### src/rtl/traffic_light_ctrl.sv
// traffic_light_ctrl: round-robin multi-approach traffic-light sequencer.
// Each approach gets green, yellow and all-red phases in turn, with
// cycle-counted durations. The optional pedestrian walk phase (per-approach
// request latch, WALK state, WalkLamp) is built only when TLC_WALK_EN is
// defined. Otherwise Walk is ignored and WalkPend/WalkLamp read 0.
module traffic_light_ctrl #(
    parameter int N_DIR      = 2,
    parameter int GREEN_CYC  = 8,
    parameter int YELLOW_CYC = 3,
    parameter int ALLRED_CYC = 2,
    parameter int WALK_CYC   = 5,
    parameter int CNT_W      = 16,
    localparam int DW        = (N_DIR > 1) ? $clog2(N_DIR) : 1
) (
    input  logic               Clk,
    input  logic               Reset,
    input  logic               Hold,
    input  logic [N_DIR-1:0]   Walk,
    output logic [3*N_DIR-1:0] Lamps,
    output logic [N_DIR-1:0]   WalkLamp,
    output logic [N_DIR-1:0]   WalkPend,
    output logic [DW-1:0]      Dir
);

    typedef enum logic [2:0] {
        S_RESET,
        S_GREEN,
        S_YELLOW,
        S_ALLRED,
        S_WALK
    } state_t;

    // Counter reload values: a phase of N cycles counts N-1 down to 0.
    localparam logic [CNT_W-1:0] LD_G = CNT_W'(GREEN_CYC - 1);
    localparam logic [CNT_W-1:0] LD_Y = CNT_W'(YELLOW_CYC - 1);
    localparam logic [CNT_W-1:0] LD_A = CNT_W'(ALLRED_CYC - 1);
    localparam logic [CNT_W-1:0] LD_W = CNT_W'(WALK_CYC - 1);

    state_t           state;
    logic [CNT_W-1:0] cnt;
    logic [DW-1:0]    dir_nxt;
    logic             expire;
    logic             walk_go;

    assign dir_nxt = (Dir == DW'(N_DIR - 1)) ? '0 : Dir + DW'(1);
    assign expire  = (cnt == '0) && !Hold;

`ifdef TLC_WALK_EN
    logic [N_DIR-1:0] walk_clr;

    // ALL_RED of an approach with a pending request diverts into its WALK.
    assign walk_go  = (state == S_ALLRED) && expire && WalkPend[Dir];
    assign walk_clr = walk_go ? (N_DIR'(1) << Dir) : '0;

    // Request latch: keeps running during Hold; the entry clear beats a same-cycle press.
    always_ff @(posedge Clk or posedge Reset) begin
        if (Reset) WalkPend <= '0;
        else       WalkPend <= (WalkPend | Walk) & ~walk_clr;
    end

    assign WalkLamp = (state == S_WALK) ? (N_DIR'(1) << Dir) : '0;
`else
    logic unused_walk;

    assign walk_go     = 1'b0;
    assign WalkPend    = '0;
    assign WalkLamp    = '0;
    assign unused_walk = ^Walk;
`endif

    // Phase sequencer: counts the current phase down, steps on expiry, frozen by Hold.
    always_ff @(posedge Clk or posedge Reset) begin
        if (Reset) begin
            state <= S_RESET;
            Dir   <= '0;
            cnt   <= '0;
        end else if (!Hold) begin
            if (cnt != '0) begin
                cnt <= cnt - CNT_W'(1);
            end else begin
                case (state)
                    S_RESET: begin
                        state <= S_GREEN;
                        Dir   <= '0;
                        cnt   <= LD_G;
                    end
                    S_GREEN: begin
                        state <= S_YELLOW;
                        cnt   <= LD_Y;
                    end
                    S_YELLOW: begin
                        state <= S_ALLRED;
                        cnt   <= LD_A;
                    end
                    S_ALLRED: begin
                        if (walk_go) begin
                            state <= S_WALK;
                            cnt   <= LD_W;
                        end else begin
                            state <= S_GREEN;
                            Dir   <= dir_nxt;
                            cnt   <= LD_G;
                        end
                    end
                    S_WALK: begin
                        state <= S_GREEN;
                        Dir   <= dir_nxt;
                        cnt   <= LD_G;
                    end
                    default: begin
                        state <= S_RESET;
                        Dir   <= '0;
                        cnt   <= '0;
                    end
                endcase
            end
        end
    end

    // Lamp decode: everything red except the served approach in GREEN/YELLOW.
    always_comb begin
        Lamps = {N_DIR{3'b100}};
        for (int i = 0; i < N_DIR; i++) begin
            if (Dir == DW'(i)) begin
                if (state == S_GREEN)       Lamps[3*i +: 3] = 3'b001;
                else if (state == S_YELLOW) Lamps[3*i +: 3] = 3'b010;
            end
        end
    end

endmodule

### config.mk
export PLATFORM = sky130hd
export DESIGN_NAME = traffic_light_ctrl
export DESIGN_NICKNAME = d
export VERILOG_FILES = /design/src/rtl/traffic_light_ctrl.sv
export SDC_FILE = /design/constraint.sdc
export NUM_CORES = 1
export LEC_CHECK = 0
export ABC_AREA = 1
export ABC_CLOCK_PERIOD_IN_PS = 1700
export BUFFER_PORTS_ARGS = -buffer_cell sky130_fd_sc_hd__buf_2
export CORE_ASPECT_RATIO = 0.9
export CORE_MARGIN = 5
export CORE_UTILIZATION = 48
export DETAILED_ROUTE_END_ITERATION = 7
export PLACE_DENSITY = 0.77
export SYNTH_ARGS = -nofsm -noshare
export SYNTH_HDL_FRONTEND = slang
export SYNTH_SLANG_ARGS = --single-unit
### constraint.sdc
create_clock -name Clk -period 1.7 [get_ports Clk]
set_clock_uncertainty 0.05 [all_clocks]
set_input_delay 0.34 -clock Clk [delete_from_list [all_inputs] [get_ports Clk]]
set_output_delay 0.34 -clock Clk [all_outputs]
set_load 0.05 [all_outputs]
# Word level (Yosys, flattened, before mapping)
# Cells that the tools add are included.
[word_totals] reg_bits=20 input_bits=5
[classes] add_sub_neg=2 n_eq_ne=4 muxes=9 bitwise_logic=3 n_reduce_logical=7
[ops] operator="$mux W16" n=1
[ops] operator="$reduce_bool A16 Y1" n=1
[ops] operator="$sub A16 B1 Y16 const B" n=1
[ops] operator="$mux W3" n=4
[ops] operator="$pmux W3 S3" n=1
[ops] operator="$eq A3 B2 Y1 const B" n=2
[ops] operator="$pmux W2 S3" n=1
[ops] operator="$reduce_or A2 Y1" n=2
[ops] operator="$eq A3 B1 Y1 const B" n=1
[ops] operator="$eq A3 B3 Y1 const B" n=1
[ops] operator="$logic_not A3 Y1" n=1
[ops] operator="$not A1 Y1" n=3
[ops] operator="$reduce_and A3 Y1" n=1
[ops] operator="$reduce_or A3 Y1" n=1
[ops] operator="$pmux W1 S2" n=1
[ops] operator="$reduce_and A2 Y1" n=1
[ops] operator="$add A1 B1 Y1 const B" n=1
[ops] operator="$mux W1" n=1

# Longest topological paths before layout
[depth] word_depth=4 mapped_depth=8 mapped_depth_nobuf=8

# Worst setup path before layout
# Ideal clock, no wire load.
[synth_timing] path_kind="reg-to-output" from="reg Dir" to="out Lamps[0]" arrival_ns=1.454 path_slack_ns=-0.144 path_stages_with_launch=3 cell_sequence="dfrtp_1 clkbuf_1 nor2_1"
[synth_via] elab_chain_cells=1
[synth_rtl] item="start: declaration" line="22" source="output logic [DW-1:0] Dir"
[synth_rtl] item="start signal: assignment" line="101" source="Dir <= dir_nxt;"
[synth_rtl] item="start signal: assignment" line="107" source="Dir <= dir_nxt;"
[synth_rtl] item="$mux W3" line="124" source="if (Dir == DW'(i)) begin"
[synth_rtl] item="end: declaration" line="19" source="output logic [3*N_DIR-1:0] Lamps,"
# Every way passes these cells.

# Worst setup path after layout
[layout_timing] from="reg state[0]" to="out Lamps[2]"
[layout_via] elab_chain_cells=4 word_cells_on_any_way=5 classes_between="2 x eq/ne; 3 x mux"
[layout_rtl] item="start: declaration" line="39" source="state_t state;"
[layout_rtl] item="start signal: assignment" line="74" source="state <= S_RESET;"
[layout_rtl] item="start signal: assignment" line="83" source="state <= S_GREEN;"
[layout_rtl] item="start signal: assignment" line="88" source="state <= S_YELLOW;"
[layout_rtl] item="$eq A3 B2 Y1" line="126" source="else if (state == S_YELLOW) Lamps[3*i +: 3] = 3'b010;"
[layout_rtl] item="$mux W3" line="126"
[layout_rtl] item="$mux W3 (*)" line="125" source="if (state == S_GREEN) Lamps[3*i +: 3] = 3'b001;"
[layout_rtl] item="$mux W3 (*)" line="124"
# Every way passes the cells marked *; elsewhere a longest branch is shown, timed or not.

==> flow_summary.html <==
<table>
<tr><th>Metric</th><th>Value</th></tr>
<tr><th colspan="2">STA</th></tr>
<tr><td>Tcrit/Tclk final</td><td>106%</td></tr>
<tr><td>Setup tns final</td><td>-0.174 ns</td></tr>
<tr><td>Min cycle time layout</td><td>1.80 ns</td></tr>
<tr><td>Number of pins with negative max-slew slack in the final report</td><td>0</td></tr>
<tr><td>Final setup slack of the worst path</td><td>-0.0950 ns</td></tr>
<tr><td>Final count of hold timing violations</td><td>0</td></tr>
<tr><td>Number of setup violations in the final report</td><td>3</td></tr>
<tr><td>Maximum frequency from static timing analysis</td><td>0.557 GHz</td></tr>
<tr><td>Unrepaired setup endpoints after global routing</td><td>true</td></tr>
<tr><th colspan="2">Worst setup path</th></tr>
<tr><td>Data arrival, critical path</td><td>1.41 ns</td></tr>
<tr><td>CP Buf/Inv Count</td><td>2</td></tr>
<tr><td>Category of cells accounting for the largest share of critical-path delay</td><td>flip-flops</td></tr>
<tr><td>Largest stage delay, worst path</td><td>0.42 ns</td></tr>
<tr><td>Slowest stage cell, crit path</td><td>sky130_fd_sc_hd__dfrtp_1</td></tr>
<tr><td>Worst setup SP type</td><td>flip-flop</td></tr>
<tr><td>Req. time, crit path</td><td>1.31 ns</td></tr>
<tr><td>Critical path, cell by cell</td><td>inv_2 -&gt; ha_4 -&gt; or2_4 -&gt; buf_8</td></tr>
<tr><td>Largest driver fanout on the critical path</td><td>2</td></tr>
<tr><td>Classification of the worst setup path</td><td>flip-flop to output pin</td></tr>
<tr><td>Endpoint class of the critical path</td><td>output pin</td></tr>
<tr><th colspan="2">GRT</th></tr>
<tr><td>Met1 Track Usage GR</td><td>18.8%</td></tr>
<tr><td>Global-route layer with the greatest usage</td><td>met2</td></tr>
<tr><td>Number of antenna violations at the first check in global routing</td><td>0</td></tr>
<tr><td>Number of global-route vias before repair</td><td>988</td></tr>
<tr><td>Pin count of the biggest net entering global routing</td><td>20</td></tr>
<tr><td>Met2 layer usage reported by global route</td><td>23.8%</td></tr>
<tr><td>Total overflow reported by the global router</td><td>0</td></tr>
<tr><td>GRT met3 Usage</td><td>4.20%</td></tr>
<tr><td>Wire length of the first global-routing pass</td><td>4330 µm</td></tr>
<tr><td>Global-route total usage across every layer</td><td>14.9%</td></tr>
<tr><th colspan="2">CTS</th></tr>
<tr><td>CTS clock-pin slew for the worst setup and hold paths</td><td>0.11 ns</td></tr>
<tr><td>Clock Sink Count</td><td>19</td></tr>
<tr><td>Max clock buf depth</td><td>2</td></tr>
<tr><td>Latest clock arrival within the worst-skew pair</td><td>0.30 ns</td></tr>
<tr><td>Root buf cell</td><td>sky130_fd_sc_hd__clkbuf_4</td></tr>
<tr><td>Clock tree from TritonCTS</td><td>built</td></tr>
<tr><td>Clock H-tree levels</td><td>1</td></tr>
<tr><td>Clock buffers created by TritonCTS</td><td>3</td></tr>
<tr><th colspan="2">Routing</th></tr>
<tr><td>Routed length per instance</td><td>12.1 µm</td></tr>
<tr><td>Per-cell via count in the routed design</td><td>4.90</td></tr>
<tr><td>Detailed router's first-iteration violation count</td><td>37</td></tr>
<tr><td>First-pass DRT Iterations</td><td>4</td></tr>
<tr><td>Via count</td><td>1,069</td></tr>
<tr><td>Antenna Violating Nets Remaining</td><td>0</td></tr>
<tr><td>Routed wire length</td><td>2650 µm</td></tr>
<tr><td>DRC violations left</td><td>0</td></tr>
<tr><th colspan="2">Finish</th></tr>
<tr><td>Share of post-route cells with drive strength above 1</td><td>26.3%</td></tr>
<tr><td>Final #Nets</td><td>200</td></tr>
<tr><td>Antenna cell count</td><td>0</td></tr>
<tr><td>Area added between synthesis and finish</td><td>18.9%</td></tr>
<tr><td>Non-filler instance count after layout</td><td>218</td></tr>
<tr><th colspan="2">Placed design</th></tr>
<tr><td>Detailed-placement wirelength estimate</td><td>1880 µm</td></tr>
<tr><td>Number of placed instances, taps included</td><td>209</td></tr>
<tr><td>Global placement routability congestion</td><td>0.802</td></tr>
<tr><td>Count of buffers from port buffering</td><td>9</td></tr>
<tr><th colspan="2">Run</th></tr>
<tr><td>Max-capacitance violation count</td><td>0</td></tr>
<tr><th colspan="2">Yosys</th></tr>
<tr><td>Post-Synthesis Cells</td><td>172</td></tr>
<tr><td>Syn Area/Cell</td><td>7.27 µm²</td></tr>
<tr><td>Async set-reset flop share out of synthesis</td><td>100%</td></tr>
<tr><td>Total of warnings raised by yosys</td><td>0</td></tr>
<tr><td>Sequential share of the synthesized area</td><td>38.0%</td></tr>
<tr><td>Number of library cell types mapped by synthesis</td><td>22</td></tr>
<tr><td>Flip-flop and latch count after synthesis</td><td>19</td></tr>
<tr><td>Cell area after technology mapping</td><td>1250 µm²</td></tr>
<tr><td>Commonest register cell after synthesis</td><td>sky130_fd_sc_hd__dfrtp_1</td></tr>
<tr><td>Count of flip-flops with a built-in enable after synthesis</td><td>0</td></tr>
<tr><th colspan="2">Floorplan</th></tr>
<tr><td>Area of the core region</td><td>2470 µm²</td></tr>
<tr><td>Number of placement rows</td><td>17</td></tr>
<tr><td>Die Span Y</td><td>58.4 µm</td></tr>
<tr><td>Initial core utilization</td><td>50.7%</td></tr>
<tr><td>Die ar.</td><td>3730 µm²</td></tr>
<tr><td>Number of top-level pins</td><td>16</td></tr>
<tr><td>Die boundary width</td><td>63.8 µm</td></tr>
<tr><th colspan="2">Run status</th></tr>
<tr><td>Failing checks</td><td>setup timing</td></tr>
<tr><td>Outcome</td><td>finished, violations left</td></tr>
<tr><th colspan="2">Power</th></tr>
<tr><td>Total power divided by cell area</td><td>894 nW/µm²</td></tr>
<tr><td>IR drop worst, VDD</td><td>0.948 mV</td></tr>
<tr><td>Leakage</td><td>0.777 nW</td></tr>
<tr><th colspan="2">Hold path</th></tr>
<tr><td>Hold/Removal Path Class</td><td>input pin to flip-flop</td></tr>
</table>
[worst paths after layout]
path,startpoint,end,slack (ns),cells after the start
setup / recovery,state[0],Lamps[2],-0.1,4
hold / removal,Hold,cnt[1],0.26,3
setup reg to reg,cnt[0],cnt[5],0.14,7
hold reg to reg,cnt[1],cnt[1],0.47,2
max in group asynchronous,Reset,cnt[14],0.86,4
min in group asynchronous,Reset,cnt[15],0.54,4
[worst min-delay path, delay by kind of cell]
kind          cells  cell delay, ns
simple gates      2            0.11
buf+inv           1            0.13
[cells by family after synthesis]
family	Yosys count	share of synthesized area (%)
compound gates	9	3.60
simple gates	100	40.3
other cells	1	0.300
buf+inv	37	12.3
fa+ha+maj	4	4.00
flops	19	38.0
xor+xnor	2	1.40
[Yosys cell counts, types with 2 or more instances]
| cell type | n | share of area, % |
|---|---|---|
| sky130_fd_sc_hd__a21oi_1 | 4 | 1.6 |
| sky130_fd_sc_hd__nor2_4 | 7 | 6.3 |
| sky130_fd_sc_hd__nand3_1 | 16 | 6.4 |
| sky130_fd_sc_hd__nand2_2 | 4 | 2.0 |
| sky130_fd_sc_hd__dfrtp_1 | 19 | 38 |
| sky130_fd_sc_hd__nand4_1 | 2 | 1.0 |
| sky130_fd_sc_hd__o21ai_0 | 5 | 2.0 |
| sky130_fd_sc_hd__nor3_1 | 5 | 2.0 |
| sky130_fd_sc_hd__buf_4 | 4 | 2.4 |
| sky130_fd_sc_hd__inv_1 | 31 | 9.3 |
| sky130_fd_sc_hd__ha_1 | 4 | 4.0 |
| sky130_fd_sc_hd__nand2_1 | 33 | 9.9 |
| sky130_fd_sc_hd__nor2_2 | 4 | 2.0 |
| sky130_fd_sc_hd__xor2_1 | 2 | 1.4 |
| sky130_fd_sc_hd__nor2_1 | 25 | 7.5 |
[metrics by stage]
stage | cell area, µm² | utilization (%) | total power, mW | setup slack, ns | hold WS (ns)
CTS | 1420 | 57.5 | 1.33 | -0.0911 | 0.245
floorplan | 1260 | - | 0.996 | -0.144 | 0.241
global route | 1490 | 60.2 | 1.43 | -0.145 | 0.259
detailed placement | 1320 | 53.6 | 1.08 | 0.0919 | 0.334
global placement | 1320 | 53.6 | 1.05 | 0.115 | 0.321
finish | 1490 | 60.2 | 1.33 | -0.0950 | 0.256
[layout make-up]
| cell class | instances | area (µm²) |
|---|---|---|
| clock buffer | 3 | 22.5 |
| clock inverter | 1 | 5.00 |
| multi-input combinational | 119 | 677 |
| inverter | 32 | 123 |
| timing repair buffer | 16 | 149 |
| fill | 208 | 981 |
| tap | 28 | 35.0 |
| sequential | 19 | 475 |
[where the power goes]
| part | internal, mW | total, mW | switching, mW |
|---|---|---|---|
| Sequential | 0.542 | 0.637 | 0.0954 |
| Clock | 0.0879 | 0.233 | 0.146 |
| Combinational | 0.159 | 0.459 | 0.299 |
| Total | 0.789 | 1.33 | 0.540 |
[routing by layer]
layer | share of wire (%) | vias to the layer above
li1 | - | 552
met1 | 45 | 500
met2 | 51 | 12
met3 | 3.1 | 5
met4 | 1.2 | 0
met5 | 0 | -
[cells in the final DEF (no fill, tap or decap), types with 4 or more instances in the layout]
master / instances
sky130_fd_sc_hd__nand2_1: 31
sky130_fd_sc_hd__inv_1: 26
sky130_fd_sc_hd__nor2_1: 23
sky130_fd_sc_hd__dfrtp_1: 19
sky130_fd_sc_hd__nand3_1: 16
sky130_fd_sc_hd__nor2_4: 8
sky130_fd_sc_hd__nand2_2: 6
sky130_fd_sc_hd__buf_4: 6
sky130_fd_sc_hd__nor2_2: 5
sky130_fd_sc_hd__inv_2: 5
sky130_fd_sc_hd__nor3_1: 5
sky130_fd_sc_hd__o21ai_0: 5
sky130_fd_sc_hd__a21oi_1: 4
sky130_fd_sc_hd__conb_1: 4
[flip-flops by register name (all words and copies together) (netlist names)]
signal,flops
cnt,16
state,2
Dir,1
[what timing repair did]
item / CTS / global route
pin swaps: 2 / 3
hold endpoints to repair: 16 / 0
buffers inserted: 1 / 3
resized for setup: 14 / 19
endpoints found under the setup margin: 6 / 10
hold buffers: 1 / 0
No activity file was read; power rests on OpenSTA's default activity.
